## src/rtl/sc_reg_lives_manager.sv

```systemverilog
// sc_reg_lives_manager
// Player lives register for the game datapath. Holds the life count and
// supports clear-to-initial, parallel load, lose-life and bonus-life. Each
// non-final lost life opens a timed invulnerability (grace) window during
// which further lose-life requests are ignored.
//
// Ports:
//   RegLIVES_CLOCK_50            clock, rising edge
//   RegLIVES_RESET_InLow         synchronous reset, active low
//   RegLIVES_clear_InLow         reload LIVES_INIT (highest priority)
//   RegLIVES_load_InLow          load RegLIVES_data_InBUS (saturated to LIVES_MAX)
//   RegLIVES_data_InBUS          load value
//   RegLIVES_subtract_life_InLow lose-life request, level sensitive
//   RegLIVES_add_life_InLow      bonus-life request, level sensitive
//   RegLIVES_data_OutBUS         current life count (registered)
//   RegLIVES_gameover_OutLow     0 when the count is 0
//   RegLIVES_grace_OutHigh       1 while the grace window is running
//   RegLIVES_lifelost_OutHigh    one-cycle pulse per accepted decrement
module sc_reg_lives_manager #(
  parameter int LIVES_WIDTH  = 3,
  parameter int LIVES_INIT   = 3,
  parameter int LIVES_MAX    = 7,
  parameter int GRACE_WIDTH  = 8,
  parameter int GRACE_CYCLES = 200
) (
  input  logic                   RegLIVES_CLOCK_50,
  input  logic                   RegLIVES_RESET_InLow,
  input  logic                   RegLIVES_clear_InLow,
  input  logic                   RegLIVES_load_InLow,
  input  logic [LIVES_WIDTH-1:0] RegLIVES_data_InBUS,
  input  logic                   RegLIVES_subtract_life_InLow,
  input  logic                   RegLIVES_add_life_InLow,
  output logic [LIVES_WIDTH-1:0] RegLIVES_data_OutBUS,
  output logic                   RegLIVES_gameover_OutLow,
  output logic                   RegLIVES_grace_OutHigh,
  output logic                   RegLIVES_lifelost_OutHigh
);

  typedef enum logic [1:0] {
    ST_GAMEOVER = 2'd0,
    ST_ALIVE    = 2'd1,
    ST_GRACE    = 2'd2
  } state_t;

  localparam logic [LIVES_WIDTH-1:0] INIT_V     = LIVES_WIDTH'(LIVES_INIT);
  localparam logic [LIVES_WIDTH-1:0] MAX_V      = LIVES_WIDTH'(LIVES_MAX);
  localparam logic [LIVES_WIDTH-1:0] ONE_LIFE   = LIVES_WIDTH'(1);
  localparam logic [LIVES_WIDTH-1:0] ZERO_LIFE  = {LIVES_WIDTH{1'b0}};
  // The counter counts down to zero, so a window of N cycles loads N-1.
  localparam logic [GRACE_WIDTH-1:0] GRACE_LOAD = GRACE_WIDTH'(GRACE_CYCLES - 1);
  localparam logic [GRACE_WIDTH-1:0] GRACE_ZERO = {GRACE_WIDTH{1'b0}};
  localparam logic [GRACE_WIDTH-1:0] GRACE_ONE  = GRACE_WIDTH'(1);

  state_t                 state_r, state_s;
  logic [LIVES_WIDTH-1:0] count_r, count_s;
  logic [GRACE_WIDTH-1:0] grace_cnt_r, grace_cnt_s;
  logic                   lifelost_r, lifelost_s;
  logic                   gameover_r, gameover_s;
  logic                   grace_r, grace_s;
  logic [LIVES_WIDTH-1:0] load_sat_s;

  // Next-state and next-count logic: grace timer first, then requests in priority order.
  always_comb begin
    state_s     = state_r;
    count_s     = count_r;
    grace_cnt_s = grace_cnt_r;
    lifelost_s  = 1'b0;
    load_sat_s  = (RegLIVES_data_InBUS > MAX_V) ? MAX_V : RegLIVES_data_InBUS;

    // The grace timer runs on its own; only clear/load below can abort it.
    if (state_r == ST_GRACE) begin
      if (grace_cnt_r == GRACE_ZERO) begin
        state_s = ST_ALIVE;
      end else begin
        grace_cnt_s = grace_cnt_r - GRACE_ONE;
      end
    end else begin
      grace_cnt_s = grace_cnt_r;
    end

    // An asserted higher-priority request masks lower ones even when it is
    // itself ignored in the current state (e.g. subtract during grace).
    if (!RegLIVES_clear_InLow) begin
      count_s     = INIT_V;
      state_s     = ST_ALIVE;
      grace_cnt_s = GRACE_ZERO;
    end else if (!RegLIVES_load_InLow) begin
      count_s     = load_sat_s;
      state_s     = (load_sat_s == ZERO_LIFE) ? ST_GAMEOVER : ST_ALIVE;
      grace_cnt_s = GRACE_ZERO;
    end else if (!RegLIVES_subtract_life_InLow) begin
      if (state_r == ST_ALIVE) begin
        count_s    = count_r - ONE_LIFE;
        lifelost_s = 1'b1;
        if (count_r == ONE_LIFE) begin
          state_s     = ST_GAMEOVER;
          grace_cnt_s = GRACE_ZERO;
        end else begin
          state_s     = ST_GRACE;
          grace_cnt_s = GRACE_LOAD;
        end
      end else begin
        count_s = count_r;
      end
    end else if (!RegLIVES_add_life_InLow) begin
      if ((state_r != ST_GAMEOVER) && (count_r < MAX_V)) begin
        count_s = count_r + ONE_LIFE;
      end else begin
        count_s = count_r;
      end
    end else begin
      count_s = count_r;
    end

    gameover_s = (count_s != ZERO_LIFE);
    grace_s    = (state_s == ST_GRACE);
  end

  // State and output registers with synchronous active-low reset.
  always_ff @(posedge RegLIVES_CLOCK_50) begin
    if (!RegLIVES_RESET_InLow) begin
      state_r     <= ST_GAMEOVER;
      count_r     <= ZERO_LIFE;
      grace_cnt_r <= GRACE_ZERO;
      lifelost_r  <= 1'b0;
      gameover_r  <= 1'b0;
      grace_r     <= 1'b0;
    end else begin
      state_r     <= state_s;
      count_r     <= count_s;
      grace_cnt_r <= grace_cnt_s;
      lifelost_r  <= lifelost_s;
      gameover_r  <= gameover_s;
      grace_r     <= grace_s;
    end
  end

  assign RegLIVES_data_OutBUS      = count_r;
  assign RegLIVES_gameover_OutLow  = gameover_r;
  assign RegLIVES_grace_OutHigh    = grace_r;
  assign RegLIVES_lifelost_OutHigh = lifelost_r;

endmodule

```

## config.mk

```make
export PLATFORM = sky130hd
export DESIGN_NAME = sc_reg_lives_manager
export DESIGN_NICKNAME = d
export VERILOG_FILES = /design/src/rtl/sc_reg_lives_manager.sv
export SDC_FILE = /design/constraint.sdc
export NUM_CORES = 1
export LEC_CHECK = 0
export CAP_MARGIN = 20
export CORE_MARGIN = 5
export CORE_UTILIZATION = 49
export CTS_CLUSTER_DIAMETER = 50
export DETAILED_ROUTE_END_ITERATION = 10
export HOLD_SLACK_MARGIN = 0.15
export MAX_ROUTING_LAYER = met4
export PLACE_DENSITY_LB_ADDON = 0.15
export SLEW_MARGIN = 20
export SYNTH_ARGS = -nofsm -noshare
export SYNTH_HDL_FRONTEND = slang
export SYNTH_SLANG_ARGS = --single-unit
```

## constraint.sdc

```tcl
create_clock -name RegLIVES_CLOCK_50 -period 4.7 [get_ports RegLIVES_CLOCK_50]
set_input_delay 0.47 -clock RegLIVES_CLOCK_50 [delete_from_list [all_inputs] [get_ports RegLIVES_CLOCK_50]]
set_output_delay 0.47 -clock RegLIVES_CLOCK_50 [all_outputs]
set_load 0.01 [all_outputs]
```

==> results of run 1 <==
[critical path: stages, from the launching register on]
cell                       delay [ns]
sky130_fd_sc_hd__dfxtp_1         0.37
sky130_fd_sc_hd__or4_4           0.57
sky130_fd_sc_hd__or4b_4          0.57
sky130_fd_sc_hd__o211ai_4        0.26
sky130_fd_sc_hd__o21ai_1         0.10
[cell type report]
class	count	area [um^2]
clock buffers	4	36.28
fillers	160	633.1
inverters	8	30.03
multi-input cells	76	535.5
flip-flops and latches	16	320.3
well taps	25	31.28
repair buffers	14	140.1
[layer usage]
layer	global-route usage (%)	vias up	part of all wire [%]
met4	11.49	0	3.9
met2	27.48	27	46
met1	19.52	356	45
met5	-	-	0
met3	5.413	9	5.0
li1	-	403	-
[logic make-up (layout without fill, tap and decap cells)]
kind of cell               after synthesis  count (layout)
xor gates and xnor gates                 6               6
AOI/OAI and AO/OA                       28              28
and+or+nand+nor                         36              36
adders and majority gates                5               5
muxes                                    1               1
DFF                                     16              16
buffers and inverters                   10              26
[worst paths after layout]
kind	startpoint	slack (ns)	depth (start not counted)	to
max	grace_cnt_r[3]	2.68	4	grace_cnt_r[6]
min	grace_cnt_r[4]	0.54	2	grace_cnt_r[4]
max reg2reg	grace_cnt_r[3]	2.68	4	grace_cnt_r[6]
min reg2reg	grace_cnt_r[4]	0.54	2	grace_cnt_r[4]
[through the flow]
stage	setup WS [ns]	std cells	total power [mW]	hold slack, ns
after floorplan	2.815	102	0.1734	0.4847
after global placement	2.611	139	0.1940	0.4984
after detailed placement	2.580	139	0.1945	0.5193
after CTS	2.680	143	0.2850	0.5343
after global routing	2.617	143	0.2966	0.5708
final	2.679	143	0.2820	0.5372
[sequential cells by signal, indices dropped and copies added, names as in the netlist]
signal / flops
RegLIVES_grace_OutHigh: 1
RegLIVES_gameover_OutLow: 1
state_r: 2
RegLIVES_data_OutBUS: 3
grace_cnt_r: 8
RegLIVES_lifelost_OutHigh: 1
[layout by cell type, fill, tap and decap left out, types with 2 or more instances in the layout]
master / netlist / routed
sky130_fd_sc_hd__clkbuf_4: 0 / 3
sky130_fd_sc_hd__clkdlybuf4s50_1: 0 / 14
sky130_fd_sc_hd__o21ai_0: 5 / 5
sky130_fd_sc_hd__xor2_1: 2 / 2
sky130_fd_sc_hd__nor3_1: 2 / 2
sky130_fd_sc_hd__xnor2_1: 4 / 4
sky130_fd_sc_hd__nor2_1: 10 / 10
sky130_fd_sc_hd__a311oi_1: 2 / 2
sky130_fd_sc_hd__nand3b_1: 2 / 2
sky130_fd_sc_hd__ha_1: 5 / 5
sky130_fd_sc_hd__o211ai_1: 3 / 3
sky130_fd_sc_hd__and3_1: 2 / 2
sky130_fd_sc_hd__o21ai_1: 4 / 4
sky130_fd_sc_hd__a21oi_1: 4 / 4
sky130_fd_sc_hd__nand2b_1: 2 / 2
sky130_fd_sc_hd__dfxtp_1: 16 / 16
sky130_fd_sc_hd__nand2_1: 7 / 7
sky130_fd_sc_hd__inv_1: 8 / 8
[where the power goes]
group / internal [mW] / total (mW) / switching (mW)
clock: 0.0472 / 0.0901 / 0.0430
combinational: 0.0238 / 0.0453 / 0.0215
sequential: 0.140 / 0.147 / 0.00674
total: 0.211 / 0.282 / 0.0712
==> results.py, run 1 <==
metrics = {
    "outcome": {
        "outcome": "finished, final reports clean",
    },
    "floorplanning": {
        "ioPinCount": 15,
        "dieArea_mm2": 0.002777,
        "fp.dieH_um": 52.70,
        "chipWidth_um": 52.70,
        "floorplan.core_area_mm2": 0.001727,
        "placement_rows": 15,
        "initial_utilization_pct": 51.74,
    },
    "routing": {
        "dr.first_iter.drc_count": 13,
        "routedWlPerCell_um": 13.81,
        "drtAntennaViolNets": 0,
        "route.detailed.drc": 0,
        "post_drt_via_cell_ratio": 5.559,
        "num_vias": 795,
        "drtPass1Iterations": 5,
        "drt_wl_total_um": 1975,
    },
    "power": {
        "ir_worst_vdd_mv": 0.1751,
        "powerDensity_mw_per_mm2": 257.8,
        "power.static_leakage_nw": 0.4128,
    },
    "timing": {
        "fin_crit_ns": 2.021,
        "max_slew_violations": 0,
        "fin_crit_sh_pct": 43.00,
        "rsz0062_at_grt": "false",
        "timing_worst_slew_pin_value_ns": 0.6608,
        "fin_skew_ns": 0.008659,
        "clock.fmax_mhz": 494.8,
        "slew_headroom_pct": 55.48,
        "timing.final.hold_violations": 0,
        "setup_viol": 0,
        "setup_tns_ns": 0,
    },
    "synth": {
        "muxShareOfSynthArea_pct": 1.261,
        "yosys.area.top_type": "sky130_fd_sc_hd__dfxtp_1",
        "netlist_instances": 102,
        "synthesis.area_per_instance_um2": 8.758,
        "ys_top_cells_by_area": "sky130_fd_sc_hd__dfxtp_1 (36%), sky130_fd_sc_hd__ha_1 (7.0%), sky130_fd_sc_hd__nor2_1 (4.2%), sky130_fd_sc_hd__xnor2_1 (3.9%), sky130_fd_sc_hd__inv_1 (3.4%)",
        "synth.distinct_cells": 39,
        "synth_xor_xnor_area_share_pct": 5.882,
        "synth.cell_area_um2": 893.4,
        "synth_largest_type_area_fraction_pct": 35.85,
        "primary_ff_master_synth": "sky130_fd_sc_hd__dfxtp_1",
        "synth_cell_count_leaders": "sky130_fd_sc_hd__dfxtp_1 (16), sky130_fd_sc_hd__nor2_1 (10), sky130_fd_sc_hd__inv_1 (8), sky130_fd_sc_hd__nand2_1 (7)",
        "share_of_flip_flops_with_an_asynchronous_set_or_reset_after_synthesis_pct": 0,
        "synth_simple_gate_area_share_pct": 23.25,
        "synthesis.yosys.warnings": 0,
        "synth_top_family_by_area": "simple AND/OR/NAND/NOR gates",
        "synth-seq-area-share_pct": 35.85,
        "synth_compound_area_share_pct": 22.55,
        "synth_edf_count": 0,
        "post-synth-top-count-cell": "sky130_fd_sc_hd__dfxtp_1",
        "post_synth_fa_ha_maj_area_fraction_pct": 7.003,
        "postSynthRegisterBits": 16,
        "synth_nets": 116,
    },
    "clock_network": {
        "hold_buffers": 0,
        "cts_resized": 0,
        "cts-htree-levels": 1,
        "cts.sink_count": 16,
        "clock_tree_from_tritoncts": "yes",
        "cts.path.max_buffers": 2,
        "clk-insertion-delay-late_ns": 0.29,
        "ctsRootBufferMaster": "sky130_fd_sc_hd__clkbuf_4",
        "cts_made_buffers": 3,
        "clkSlewWorstSetupHoldPaths_ns": 0.10,
        "postCtsSetupBuffers": 0,
    },
    "run": {
        "cap_viol_max_count": 0,
    },
    "place": {
        "place_area_mm2": 0.001057,
        "gp_congestion": 0.8926,
        "place_hpwl_um": 1544,
        "io_buffer_count": 14,
    },
    "cells_and_area": {
        "count_of_nets_after_finishing": 133,
        "number_of_antenna_repair_diodes": 0,
        "non_filler_cell_area_final_mm2": 0.001094,
        "util_after_layout_pct": 63.33,
        "area.growth.synth_to_final_pct": 22.41,
        "post_route_cells_drive_above_1_share_pct": 8.475,
    },
    "global_route": {
        "first_global_vias": 804,
        "grtUsageTotal_pct": 17.71,
        "initial_antenna_violation_count": 0,
        "remaining_overflow_grt": 0,
        "grt_max_degree": 11,
        "grt_pass1_wl_um": 3456,
    },
    "setup_path": {
        "worst-endpoint-arrival_ns": 2.16,
        "data_required_time_at_the_worst_endpoint_ns": 4.84,
        "crit_path_max_fanout": 6,
        "critPathLaunchType": "flop",
        "crit_path_end_kind": "flop",
        "timing.setup.critical_path_class": "flop to flop",
    },
    "hold_path": {
        "worstHoldPathType": "flop to flop",
    },
}
Note: power is estimated with default switching activity, not from simulation.
==> run 2, diff against run 1 <==
clock period = 2.1 ns   (was 4.7 ns; I/O delays follow)
==> results.py, run 2 (same netlist as run 1, synthesis figures left out) <==
metrics = {
    "timing": {
        "setup_tns_ns": 0,
        "timing.final.hold_violations": 0,
        "fin_skew_ns": 0.004007,
        "rsz0062_at_grt": "false",
        "max_slew_violations": 0,
        "fin_crit_ns": 1.992,
        "fin_crit_sh_pct": 94.86,
        "setup_viol": 0,
        "clock.fmax_mhz": 502.0,
        "timing_worst_slew_pin_value_ns": 0.7448,
        "slew_headroom_pct": 49.82,
    },
    "floorplanning": {
        "initial_utilization_pct": 51.74,
        "fp.dieH_um": 52.70,
        "placement_rows": 15,
        "chipWidth_um": 52.70,
        "dieArea_mm2": 0.002777,
        "ioPinCount": 15,
        "floorplan.core_area_mm2": 0.001727,
    },
    "setup_path": {
        "timing.critical_path.from": "grace_cnt_r[3]",
        "critPathLaunchType": "flop",
        "crit_path_end": "grace_cnt_r[2]",
        "worst-r2r-setup-slack_ns": 0.11,
        "crit_path_end_kind": "flop",
        "crit-reg2reg-launch": "grace_cnt_r[3]",
        "timing.setup.critical_path_class": "flop to flop",
        "crit_path_max_fanout": 6,
        "worst-r2r-cell-count": 4,
        "data_required_time_at_the_worst_endpoint_ns": 2.23,
        "timing.rr.end": "grace_cnt_r[2]",
        "worst-endpoint-arrival_ns": 2.12,
    },
    "power": {
        "p_int_mw": 0.4720,
        "clock_group_share_of_total_power_pct": 31.5,
        "report.power.total_mw": 0.6243,
        "switching_part_of_the_total_pct": 24.38,
        "p_switching_mw": 0.1522,
        "ir_worst_vdd_mv": 0.3138,
        "power.static_leakage_nw": 0.4181,
        "powerDensity_mw_per_mm2": 567.0,
        "combinationalPowerShare_pct": 16.2,
        "power_frac_seq_pct": 52.4,
    },
    "global_route": {
        "initial_antenna_violation_count": 0,
        "use_met1_pct": 20.31,
        "grt_max_degree": 11,
        "remaining_overflow_grt": 0,
        "grtUsageTotal_pct": 17.20,
        "grt_pass1_wl_um": 3436,
        "first_global_vias": 835,
        "grt.busiest_layer": "met2",
        "grt.met3_usage_pct": 3.704,
        "gr_met2_demand_resource_pct": 27.48,
    },
    "clock_network": {
        "cts_made_buffers": 3,
        "cts-htree-levels": 1,
        "hold_buffers": 0,
        "cts.path.max_buffers": 2,
        "clock_tree_from_tritoncts": "yes",
        "clk-insertion-delay-late_ns": 0.28,
        "cts.sink_count": 16,
        "ctsRootBufferMaster": "sky130_fd_sc_hd__clkbuf_4",
        "cts_resized": 0,
        "postCtsSetupBuffers": 0,
        "clkSlewWorstSetupHoldPaths_ns": 0.09,
    },
    "routing": {
        "post_drt_via_cell_ratio": 5.375,
        "dr.first_iter.drc_count": 7,
        "drtAntennaViolNets": 0,
        "routedWlPerCell_um": 12.85,
        "drt_wl_total_um": 1850,
        "num_vias": 774,
        "route.detailed.drc": 0,
        "drtPass1Iterations": 4,
    },
    "cells_and_area": {
        "seq_area_um2": 320.3,
        "count_of_nets_after_finishing": 134,
        "area.growth.synth_to_final_pct": 23.25,
        "largest_register_ff_count": 8,
        "number_of_antenna_repair_diodes": 0,
        "registers.top_by_ff_count": "grace_cnt_r",
        "area_occupied_by_multi_input_gates_um2": 535.5,
        "most-common-layout-cells": "sky130_fd_sc_hd__dfxtp_1 (16), sky130_fd_sc_hd__clkdlybuf4s50_1 (14), sky130_fd_sc_hd__nor2_1 (10)",
        "post_route_cells_drive_above_1_share_pct": 9.244,
        "most_frequent_standard_cell_in_the_layout_excluding_fill_and_tap_cells": "sky130_fd_sc_hd__dfxtp_1",
        "fill_cells": 161,
    },
    "run": {
        "cap_viol_max_count": 0,
    },
    "hold_path": {
        "hold_depth": 2,
        "worstHoldPathType": "input port to flop",
    },
    "place": {
        "gp_congestion": 0.8481,
        "place_hpwl_um": 1515,
        "io_buffer_count": 14,
    },
    "outcome": {
        "outcome": "finished, final reports clean",
    },
}
-- run 2: cell type report --
class                           instances  share of cell area (%)
Inverter                                8                   2.727
Timing Repair Buffer                   15                   13.41
Tap cell                               25                   2.841
Sequential cell                        16                   29.09
Clock buffer                            4                   3.295
Multi-Input combinational cell         76                   48.64
-- run 2: power by group through the flow --
stage / sequential (mW) / combinational (mW) / clock (mW)
finish: 0.327 / 0.101 / 0.196
global route: 0.329 / 0.114 / 0.217
CTS: 0.327 / 0.102 / 0.202
detailed placement: 0.334 / 0.101 / 0
global placement: 0.334 / 0.0999 / 0
floorplan: 0.330 / 0.0576 / 0
-- run 2: worst min-delay path by stage --
stage | slack [ns] | end | start
after floorplan | 0.33 | state_r[0] | RegLIVES_RESET_InLow
after detailed placement | 0.55 | grace_cnt_r[4] | grace_cnt_r[4]
final | 0.54 | state_r[0] | RegLIVES_RESET_InLow
after global placement | 0.51 | grace_cnt_r[4] | grace_cnt_r[4]
after global routing | 0.56 | state_r[0] | RegLIVES_RESET_InLow
after CTS | 0.54 | state_r[0] | RegLIVES_RESET_InLow
-- run 2: per-stage QoR --
| step | setup slack, ns | cell area, um^2 | std cells | hold WS [ns] | utilization [%] |
|---|---|---|---|---|---|
| final | 0.1078 | 1101 | 144 | 0.5426 | 63.77 |
| after global routing | 0.03198 | 1101 | 144 | 0.5579 | 63.77 |
| after CTS | 0.1013 | 1101 | 144 | 0.5370 | 63.77 |
| after detailed placement | 0.1205 | 1065 | 140 | 0.5470 | 61.67 |
| after global placement | 0.1637 | 1065 | 140 | 0.5076 | 61.67 |
| after floorplan | 0.2155 | 893.4 | 102 | 0.3317 | - |
-- run 2: critical path: stages, from the launching register on --
cell and delay [ns]:
sky130_fd_sc_hd__dfxtp_1 0.37, sky130_fd_sc_hd__or4_4 0.57, sky130_fd_sc_hd__or4b_4 0.56, sky130_fd_sc_hd__o211ai_4 0.26, sky130_fd_sc_hd__o21ai_1 0.10
-- run 2: layer usage --
layer / share of wire, % / wire, um / vias up
met4: 2.1 / 38 / 0
met5: 0 / 0 / -
met2: 48 / 883 / 18
li1: - / - / 407
met1: 47 / 865 / 345
met3: 3.4 / 63 / 4
==> RTL edit: new RTL, config.mk and constraints of run 2 <==
Make the reset (`RegLIVES_RESET_InLow`) asynchronous in one clocked block. Comments in the files are not updated.
--- a/src/rtl/sc_reg_lives_manager.sv
+++ b/src/rtl/sc_reg_lives_manager.sv
@@ -117,7 +117,7 @@
   end
 
   // State and output registers with synchronous active-low reset.
-  always_ff @(posedge RegLIVES_CLOCK_50) begin
+  always_ff @(posedge RegLIVES_CLOCK_50 or negedge RegLIVES_RESET_InLow) begin
     if (!RegLIVES_RESET_InLow) begin
       state_r     <= ST_GAMEOVER;
       count_r     <= ZERO_LIFE;
Formal check against the unedited RTL: differs if RegLIVES_RESET_InLow is asserted again (counterexample within 4 cycles, from zero or initial values and one cycle with RegLIVES_RESET_InLow low); with RegLIVES_RESET_InLow held inactive, the same outputs for 10 cycles.
==> RTL edit against run 2 <==
- combinational power up 56%
- wire length up 5.2%
- power up 13%
- count of clock-buffer cells in the layout unchanged
- synthesized area up 8.5%
- sequential cell count unchanged
- first-iteration DRC count up 43%
- worst setup slack better by 190 ps
- design area up 8.5%
- maximum frequency up 10%
- synthesized cell count down 6.9%
- final cell count down 1.4%
- clock skew down 2.8 ps
- largest cell class unchanged
- highest routed layer unchanged
==> RTL edit: results (changes against run 2) <==
<table>
<tr><th>Metric</th><th>Value</th></tr>
<tr><th colspan="2">Outcome</th></tr>
<tr><td>Outcome</td><td>completed</td></tr>
<tr><th colspan="2">Timing</th></tr>
<tr><td>Headroom to the max-slew limit</td><td>52.39% (+2.6 points)</td></tr>
<tr><td>Final critical path time including I/O delays and setup</td><td>1807 ps (-185.3 ps)</td></tr>
<tr><td>Worst hold-check slack</td><td>343.6 ps (-199.0 ps)</td></tr>
<tr><th colspan="2">Global route</th></tr>
<tr><td>Met3 capacity usage during global routing</td><td>4.087% (+0.38 points)</td></tr>
<tr><td>Met1 Track Usage GR</td><td>22.13% (+1.8 points)</td></tr>
<tr><td>Largest net degree at the start of global routing</td><td>17 (+6)</td></tr>
<tr><td>GRT Overall Usage</td><td>16.16% (-1.0 points)</td></tr>
<tr><td>First-pass GRT wire length</td><td>3.243 mm (-5.6%)</td></tr>
<tr><th colspan="2">Critical path</th></tr>
<tr><td>Crit path DAT</td><td>1980 ps (-140 ps)</td></tr>
<tr><td>Depth of the worst register-to-register path</td><td>7 (+3)</td></tr>
<tr><th colspan="2">Final layout</th></tr>
<tr><td>Filler cells</td><td>178 (+11%)</td></tr>
<tr><td>Share of final-layout standard cells stronger than drive strength 1</td><td>15.65% (+6.4 points)</td></tr>
<tr><td>Number of nets in the finished design</td><td>130 (-3.0%)</td></tr>
<tr><th colspan="2">Place</th></tr>
<tr><td>Post-detail-place hpwl</td><td>1.556 mm (+2.7%)</td></tr>
<tr><td>Setup WS pre-CTS</td><td>255.9 ps (+135.4 ps)</td></tr>
<tr><td>Final Wtd Congestion</td><td>0.7996 (-5.7%)</td></tr>
<tr><th colspan="2">Detailed routing</th></tr>
<tr><td>Met3 wirelength from detailed routing</td><td>50 microns (-21%)</td></tr>
<tr><td>Metal2 WL</td><td>945 microns (+7.0%)</td></tr>
<tr><td>Detail-routed via count per cell</td><td>5.275 (-1.9%)</td></tr>
<tr><td>Drt initial violations</td><td>10 (+3)</td></tr>
<tr><td>Final routed wire length divided by cell count</td><td>13.70 microns (+6.7%)</td></tr>
<tr><th colspan="2">Pwr</th></tr>
<tr><td>LEAKAGE</td><td>0.5099 nW (+22%)</td></tr>
<tr><td>IR drop worst, VDD</td><td>407.1 uV (+30%)</td></tr>
<tr><th colspan="2">Synthesis</th></tr>
<tr><td>Dominant cells by area after synthesis</td><td>sky130_fd_sc_hd__dfrtp_1, sky130_fd_sc_hd__ha_1, sky130_fd_sc_hd__xnor2_1</td></tr>
<tr><td>Mux share of post-synthesis cell area</td><td>1.032% (-0.23 points)</td></tr>
<tr><td>Compound-cell area share of the yosys netlist</td><td>15.87% (-6.7 points)</td></tr>
<tr><td>Fraction of synthesis flops using an asynchronous set or reset pin</td><td>100.0% (+100 points)</td></tr>
<tr><th colspan="2">Min path</th></tr>
<tr><td>HP Class</td><td>input port to asynchronous set/reset pin</td></tr>
</table>
## RTL edit: changes by cell type in the layout (fill, tap and decap cells not counted), sizes merged, moves of 2 or more
cell	before	now
dfrtp	0	16
nand2b	2	4
nand3	1	4
o21ai	9	4
nor4	1	3
dfxtp	16	0
nand3b	2	0
o211ai	4	0
a211oi	0	2
and2	2	0
o22ai	0	2
nand2	7	5
a311oi	2	0
## RTL edit: metrics by stage
step / instances / total power (W) / util [%]
after floorplan: 95 / 0.0004398 / -
after global placement: 138 / 0.0005045 / 60.29
after detailed placement: 138 / 0.0005070 / 60.29
after CTS: 142 / 0.0007119 / 62.17
after global routing: 142 / 0.0007473 / 62.17
final: 142 / 0.0007032 / 62.17
## RTL edit: final cells by class
| type | instances | area (sq um) | share of cell area, % |
|---|---|---|---|
| multi-input cells | 71 | 539.3 | 45.13 |
| flip-flops and latches | 16 | 400.4 | 33.51 |
| repair buffers | 16 | 155.1 | 12.98 |
| clock buffers | 4 | 36.28 | 3.037 |
| well taps | 27 | 33.78 | 2.827 |
| inverters | 8 | 30.03 | 2.513 |
## RTL edit: power groups by stage
stage / combinational, W / clock (W) / sequential, W
CTS: 0.000160 / 0.000210 / 0.000343
detailed placement: 0.000158 / 0 / 0.000349
finish: 0.000158 / 0.000203 / 0.000343
global route: 0.000176 / 0.000225 / 0.000346
floorplan: 0.0000912 / 0 / 0.000349
global placement: 0.000156 / 0 / 0.000349
## RTL edit: critical path, stage by stage (launching register included)
cell and delay [ps]:
sky130_fd_sc_hd__dfrtp_1 440, sky130_fd_sc_hd__inv_1 120, sky130_fd_sc_hd__ha_1 160, sky130_fd_sc_hd__nor4bb_1 350, sky130_fd_sc_hd__a41oi_2 70, sky130_fd_sc_hd__xnor2_1 150, sky130_fd_sc_hd__a21oi_1 100, sky130_fd_sc_hd__or3_1 310
